===== src/rtl/sh_rx_deframer.sv =====
// Receive deframer: gathers one packet of strobed comparator bits behind the shunt-sync stage,
// then presents the payload, the received CRC field and a CRC-8 verdict with a one-cycle valid.
module sh_rx_deframer #(
  parameter int                    PACKET_BITS = 64,
  parameter int                    CRC_BITS    = 8,
  parameter logic [CRC_BITS-1:0]   CRC_POLY    = 8'h07
) (
  input  logic                              clk,
  input  logic                              rst,
  input  logic                              sh_en,
  input  logic                              fsm_rst,
  input  logic                              sh_en_done,
  input  logic                              RX,
  input  logic                              rx_bit,
  output logic [PACKET_BITS-CRC_BITS-1:0]   pkt_data,
  output logic [CRC_BITS-1:0]               pkt_crc,
  output logic                              crc_ok,
  output logic                              pkt_valid,
  output logic                              rx_abort,
  output logic                              rx_busy,
  output logic [6:0]                        bit_count
);

  localparam int               DATA_BITS  = PACKET_BITS - CRC_BITS;
  localparam logic [6:0]       DATA_COUNT = 7'(DATA_BITS);
  localparam logic [6:0]       LAST_COUNT = 7'(PACKET_BITS - 1);

  typedef enum logic [1:0] {
    IDLE  = 2'd0,
    SHIFT = 2'd1,
    DONE  = 2'd2
  } state_t;

  state_t                    state_q, state_d;
  logic [PACKET_BITS-1:0]    shift_q, shift_d;
  logic [CRC_BITS-1:0]       crc_q, crc_d;
  logic [6:0]                bit_count_q, bit_count_d;
  logic [DATA_BITS-1:0]      pkt_data_q, pkt_data_d;
  logic [CRC_BITS-1:0]       pkt_crc_q, pkt_crc_d;
  logic                      crc_ok_q, crc_ok_d;
  logic                      rx_abort_q, rx_abort_d;

  logic [PACKET_BITS-1:0]    shift_next;
  logic [CRC_BITS-1:0]       crc_next;
  logic                      feedback;

  always_comb begin
    shift_next = {shift_q[PACKET_BITS-2:0], rx_bit};
    feedback   = crc_q[CRC_BITS-1] ^ rx_bit;
    crc_next   = {crc_q[CRC_BITS-2:0], 1'b0} ^ (feedback ? CRC_POLY : '0);

    state_d     = state_q;
    shift_d     = shift_q;
    crc_d       = crc_q;
    bit_count_d = bit_count_q;
    pkt_data_d  = pkt_data_q;
    pkt_crc_d   = pkt_crc_q;
    crc_ok_d    = crc_ok_q;
    rx_abort_d  = 1'b0;

    unique case (state_q)
      IDLE: begin
        if (fsm_rst && RX && sh_en_done) begin
          state_d     = SHIFT;
          shift_d     = '0;
          crc_d       = '0;
          bit_count_d = '0;
        end
      end
      SHIFT: begin
        // Abort outranks a re-arm, and a re-arm swallows a coincident strobe.
        if (!RX || !sh_en_done) begin
          state_d    = IDLE;
          rx_abort_d = 1'b1;
        end else if (fsm_rst) begin
          shift_d     = '0;
          crc_d       = '0;
          bit_count_d = '0;
        end else if (sh_en) begin
          shift_d     = shift_next;
          bit_count_d = bit_count_q + 7'd1;
          if (bit_count_q < DATA_COUNT) begin
            crc_d = crc_next;
          end
          // crc_q already covers the whole payload once the CRC field starts arriving.
          if (bit_count_q == LAST_COUNT) begin
            state_d    = DONE;
            pkt_data_d = shift_next[PACKET_BITS-1:CRC_BITS];
            pkt_crc_d  = shift_next[CRC_BITS-1:0];
            crc_ok_d   = (crc_q == shift_next[CRC_BITS-1:0]);
          end
        end
      end
      DONE: begin
        state_d = IDLE;
      end
      default: begin
        state_d = IDLE;
      end
    endcase
  end

  always_ff @(posedge clk) begin
    if (rst) begin
      state_q     <= IDLE;
      shift_q     <= '0;
      crc_q       <= '0;
      bit_count_q <= '0;
      pkt_data_q  <= '0;
      pkt_crc_q   <= '0;
      crc_ok_q    <= 1'b0;
      rx_abort_q  <= 1'b0;
    end else begin
      state_q     <= state_d;
      shift_q     <= shift_d;
      crc_q       <= crc_d;
      bit_count_q <= bit_count_d;
      pkt_data_q  <= pkt_data_d;
      pkt_crc_q   <= pkt_crc_d;
      crc_ok_q    <= crc_ok_d;
      rx_abort_q  <= rx_abort_d;
    end
  end

  assign pkt_data  = pkt_data_q;
  assign pkt_crc   = pkt_crc_q;
  assign crc_ok    = crc_ok_q;
  assign pkt_valid = (state_q == DONE);
  assign rx_abort  = rx_abort_q;
  assign rx_busy   = (state_q == SHIFT);
  assign bit_count = bit_count_q;

endmodule

===== config.mk =====
export PLATFORM = sky130hd
export DESIGN_NAME = sh_rx_deframer
export DESIGN_NICKNAME = d
export VERILOG_FILES = /design/src/rtl/sh_rx_deframer.sv
export SDC_FILE = /design/constraint.sdc
export NUM_CORES = 1
export LEC_CHECK = 0
export ABC_AREA = 0
export BUFFER_PORTS_ARGS = -buffer_cell sky130_fd_sc_hd__buf_2
export CAP_MARGIN = 20
export CORE_MARGIN = 2
export CORE_UTILIZATION = 50
export CTS_BUF_LIST = sky130_fd_sc_hd__clkbuf_8
export CTS_CLUSTER_DIAMETER = 120
export DETAILED_ROUTE_END_ITERATION = 16
export GPL_TIMING_DRIVEN = 0
export PLACE_DENSITY = 0.75
export REMOVE_ABC_BUFFERS = 1
export SLEW_MARGIN = 20
export SYNTH_ARGS = -nofsm -noshare
export SYNTH_HDL_FRONTEND = slang
export SYNTH_SLANG_ARGS = --single-unit

===== constraint.sdc =====
create_clock -name clk -period 3 [get_ports clk]
set_input_delay 0.3 -clock clk [delete_from_list [all_inputs] [get_ports clk]]
set_output_delay 0.3 -clock clk [all_outputs]
set_load 0.05 [all_outputs]

# After elaboration in Yosys (flattened, before gate mapping)
# Cells that the tools add are included.
[word_totals] regBits=146 input_bits=7 output_inout_bits=75 elab_cells=62
[op_classes] add_sub_neg=1 magnitude_cmp=1 n_eq_ne=11 n_mux=24 bitwise=5 reduce_logical=12
[op_table] operator="$mux W63" count=4
[op_table] operator="$pmux W63 S2" count=1
[op_table] operator="$mux W8" count=5
[op_table] operator="$mux W7" count=4
[op_table] operator="$pmux W8 S2" count=1
[op_table] operator="$pmux W7 S2" count=1
[op_table] operator="$mux W2" count=5
[op_table] operator="$reduce_and A5 Y1" count=2
[op_table] operator="$ne A3 B2 Y1 const B" count=3
[op_table] operator="$eq A8 B8 Y1" count=1
[op_table] operator="$reduce_and A4 Y1" count=2
[op_table] operator="$xor A8 B3 Y8" count=1
[op_table] operator="$add A7 B1 Y7 const B" count=1
[op_table] operator="$eq A7 B6 Y1 const B" count=1
[op_table] operator="$lt A7 B6 Y1 const B" count=1
[op_table] operator="$ne A2 B2 Y1 const B" count=2
[op_table] operator="$pmux W2 S2" count=1
[op_table] operator="$mux W3" count=1
[op_table] operator="$ne A3 B1 Y1 const B" count=1
[op_table] operator="$ne A3 B3 Y1 const B" count=1
[op_table] operator="$not A1 Y1" count=3
[op_table] operator="$eq A2 B1 Y1 const B" count=1
[op_table] operator="$eq A2 B2 Y1 const B" count=1
[op_table] operator="$logic_and A1 B1 Y1" count=2
[op_table] operator="other kinds (7)" count=8

# Depth between registers and ports, before layout
[depth] ltp_word=8 mapped_depth=7 depth_no_buf=5

# Worst setup path before layout
# Ideal clock, no wire load.
[synth_path] path_kind="register to register" startpoint="register bit_count_q[0], in the netlist bit_count[0]" endpoint="register pkt_data_q[10], in the netlist pkt_data[10]" setup_ps=132 arrival_time_ps=2127 required_time_ps=2868 path_slack_ps=741 stages_incl_launch_ff=8 n_path_buf=2 synth_period_minus_slack_ps=2259 cell_sequence="dfxtp_1 > ha_1 > nand2_1 > or4_1 > clkbuf_1 > buf_2 > nand2_1 > a21oi_1"
[synth_between] elab_chain_len=2
[synth_lines] element="start, declared" line_no="37" text="logic [6:0] bit_count_q, bit_count_d;"
[synth_lines] element="start signal, assigned" line_no="117" text="bit_count_q <= bit_count_d;"
[synth_lines] element="$eq A7 B6 Y1" line_no="86" text="if (bit_count_q == LAST_COUNT) begin"
[synth_lines] element="$reduce_and A5 Y1 (no line)"
[synth_lines] element="end signal, assigned" line_no="118" text="pkt_data_q <= pkt_data_d;"
[synth_lines] element="end, declared" line_no="38" text="logic [DATA_BITS-1:0] pkt_data_q, pkt_data_d;"
# No other way between the ends.
# A chain may end at the register's enable or synchronous reset.

# Final worst setup path
[layout_path] startpoint="register bit_count_q[0], in the netlist bit_count[0]" endpoint="register pkt_data_q[0], in the netlist pkt_data[0]"
# Same word-level chain as after synthesis.

==> results.cfg <==
[routing]
wirelength_mm = 10.3
post_drt_wl_per_cell_microns = 13.6
drtPass1Iterations = 4
route.detailed.drc = 0
first_iter_violations = 135
num_vias = 4010
vias_per_cell = 5.30
ant_nets = 0

[synth]
synthCells = 533
synth_area_leaders = dfxtp_1 58%, a22o_1 11%, nand2_1 10%
synth-adder-area-share_pct = 0.249
synth_top_family_by_area = compound AO/OA/AOI/OAI gates
synth_top_area_share_pct = 58.1
syn-cell-area_sq_um = 5030
ys_warn_count = 0
syn_area_per_cell_sq_um = 9.44
ys_seq_elements = 146
synthMuxAreaShare_pct = 0.199
synth-compound-area-share_pct = 20.2
ys_seq_area_share_pct = 58.1
yosys.area.top_type = dfxtp_1
synth-xor-area-share_pct = 1.92
yosys.area_share.simple_pct = 16.2
yosysUniqueCellTypes = 33

[clocking]
ctsHoldBuffers = 0
cts_setup_buffers = 0
clock_latency_ns = 0.42
cts_root_buf = clkbuf_8
cts_resized = 0
cts_made_buffers = 17
tritoncts = done
path_clk_slew_ns = 0.08
cts_buffer_depth = 2
clkSinkCount = 146
htreeDepth = 4

[cells_and_area]
final_cell_mix = 146 x dfxtp_1, 135 x nand2_1, 85 x buf_2
post-route-util_pct = 61.7
final_layout_size_suffix_gt1_share_pct = 21.5
areaGrowthSynthToFinish_pct = 20.0
final_common_cell = dfxtp_1
nNetsFinal = 619
n_antenna_cell = 0
fin_cells = 757

[placement]
dp_hpwl_mm = 6.98
pre_cts_ws_ns = 0.608
port_buffers = 81
place.gp.congestion = 0.811
dp.cells = 725

[timing]
finalMaxSlewViolations = 0
hold_viol = 0
fin_skew_ns = 0.0124
rsz0062_at_grt = false
min_period_over_period_pct = 81.5
timing.fmax_mhz = 409
tightest_slew_ns = 0.706
slew-limit-headroom_pct = 52.6
fin_ws_ns = 0.556
setup_violations = 0
fin_crit_ns = 2.44

[hold_path]
hp-start = rx_bit
min_path_cells = 3
hold_end = pkt_crc[0]$_SDFFE_PP0P_
hp-class = primary input to flop

[die]
io_pins = 82
die_area_sq_um = 10900
initial_utilization_pct = 51.5
core_area_sq_um = 9770
num_rows = 36
die_x_microns = 104
die_h_microns = 104

[critical_path]
start_kind = flop
reg2regPathDepth = 6
cp.required_ns = 3.29
r2r_end = pkt_data[0]$_SDFFE_PP0P_
cp-end-kind = flop
crit_type = flop to flop
rr_startpoint = bit_count[0]$_SDFFE_PP0P_
startpoint = bit_count[0]$_SDFFE_PP0P_
critPathArrivalTime_ns = 2.73
path_max_fanout = 39
reg2reg_slack_ns = 0.56

[job]
max-cap-violations = 0

[global_route]
grt_max_degree = 46
grt_pass1_wl_mm = 17.3
grt_overflow = 0
antenna_found_initial = 0
track_usage_pct = 19.5
grt_pass1_vias = 3732

[outcome]
status = complete, no violations

[power]
powerDensity_nw_per_um2 = 568
p_leak_nw = 2.41
power_w = 0.00343
ir_drop_mv = 0.240
-- Yosys cell counts, drive strengths merged --
cell / number
ha: 1
o21ba: 1
nor2: 8
dfxtp: 146
nor3b: 1
nand2b: 1
nor4: 3
o211ai: 1
o21ai: 2
a211oi: 1
nand2: 135
nand4b: 3
nand3: 20
or3: 4
a22o: 64
a41oi: 1
or2: 1
nor3: 4
o22a: 1
or3b: 1
or4: 2
xor2: 8
clkbuf: 20
nor2b: 2
a31oi: 2
a21boi: 1
nand3b: 1
buf: 16
mux2i: 1
xnor2: 3
a21oi: 77
and3: 1
-- routing by layer --
metal  vias to the layer above  global-route usage (%)  wire length [microns]
met5                         -                       0                      0
met1                      1882                    24.9                   4960
met4                         0                    7.34                     91
met3                         8                    4.57                    403
met2                       100                    32.1                   4860
li1                       2020                       -                      -
-- cell families after synthesis --
family,Yosys count
simple gates,187
buf+inv,36
xor+xnor,11
fa+ha+maj,1
mux,1
compound gates,151
flops,146
-- state kept, by name, indices dropped and copies added, names as in the netlist --
name	flops
pkt_crc	8
state_q	2
rx_abort	1
crc_ok	1
shift_q	63
bit_count	7
crc_q	8
pkt_data	56
-- worst max-delay path: stages, from the launching register on --
cell and delay [ns]:
dfxtp_1 0.41, ha_1 0.32, nand2_1 0.14, or4_2 0.96, buf_12 0.30, nand2_1 0.09
a21oi_1 0.07
-- power by group --
part / internal (W) / switching [W] / leakage, nW
sequential: 0.00194 / 0.000000870 / 1.18
clock: 0.000694 / 0.000716 / 0.177
combinational: 0.0000240 / 0.0000537 / 1.05
total: 0.00265 / 0.000771 / 2.41
-- layout make-up --
type	count	area, sq um
clock inverter	13	111
multi-input combinational	351	1970
tap	133	166
timing repair buffer	95	606
fill	873	3740
clock buffer	19	262
sequential	146	2920
-- worst max-delay path by stage --
stage | end | slack, ns | cells past startpoint
after CTS | pkt_data[0]$_SDFFE_PP0P_ | 0.58 | 6
after global placement | crc_ok$_SDFFE_PP0P_ | -5.74 | 5
after detailed placement | pkt_data[0]$_SDFFE_PP0P_ | 0.61 | 6
after global routing | pkt_data[35]$_SDFFE_PP0P_ | 0.43 | 6
after floorplan | crc_ok$_SDFFE_PP0P_ | -3.15 | 5
final | pkt_data[0]$_SDFFE_PP0P_ | 0.56 | 6
-- through the flow --
step / setup TNS [ns] / hold WS (ns) / cell area [sq um]
after floorplan: -198.28 / 0.369 / 4870
after detailed placement: 0 / 0.445 / 5660
after global placement: -437.99 / 0.440 / 5450
after CTS: 0 / 0.136 / 6030
after global routing: 0 / 0.147 / 6030
final: 0 / 0.170 / 6030
Note: power is estimated with default switching activity, not from simulation.
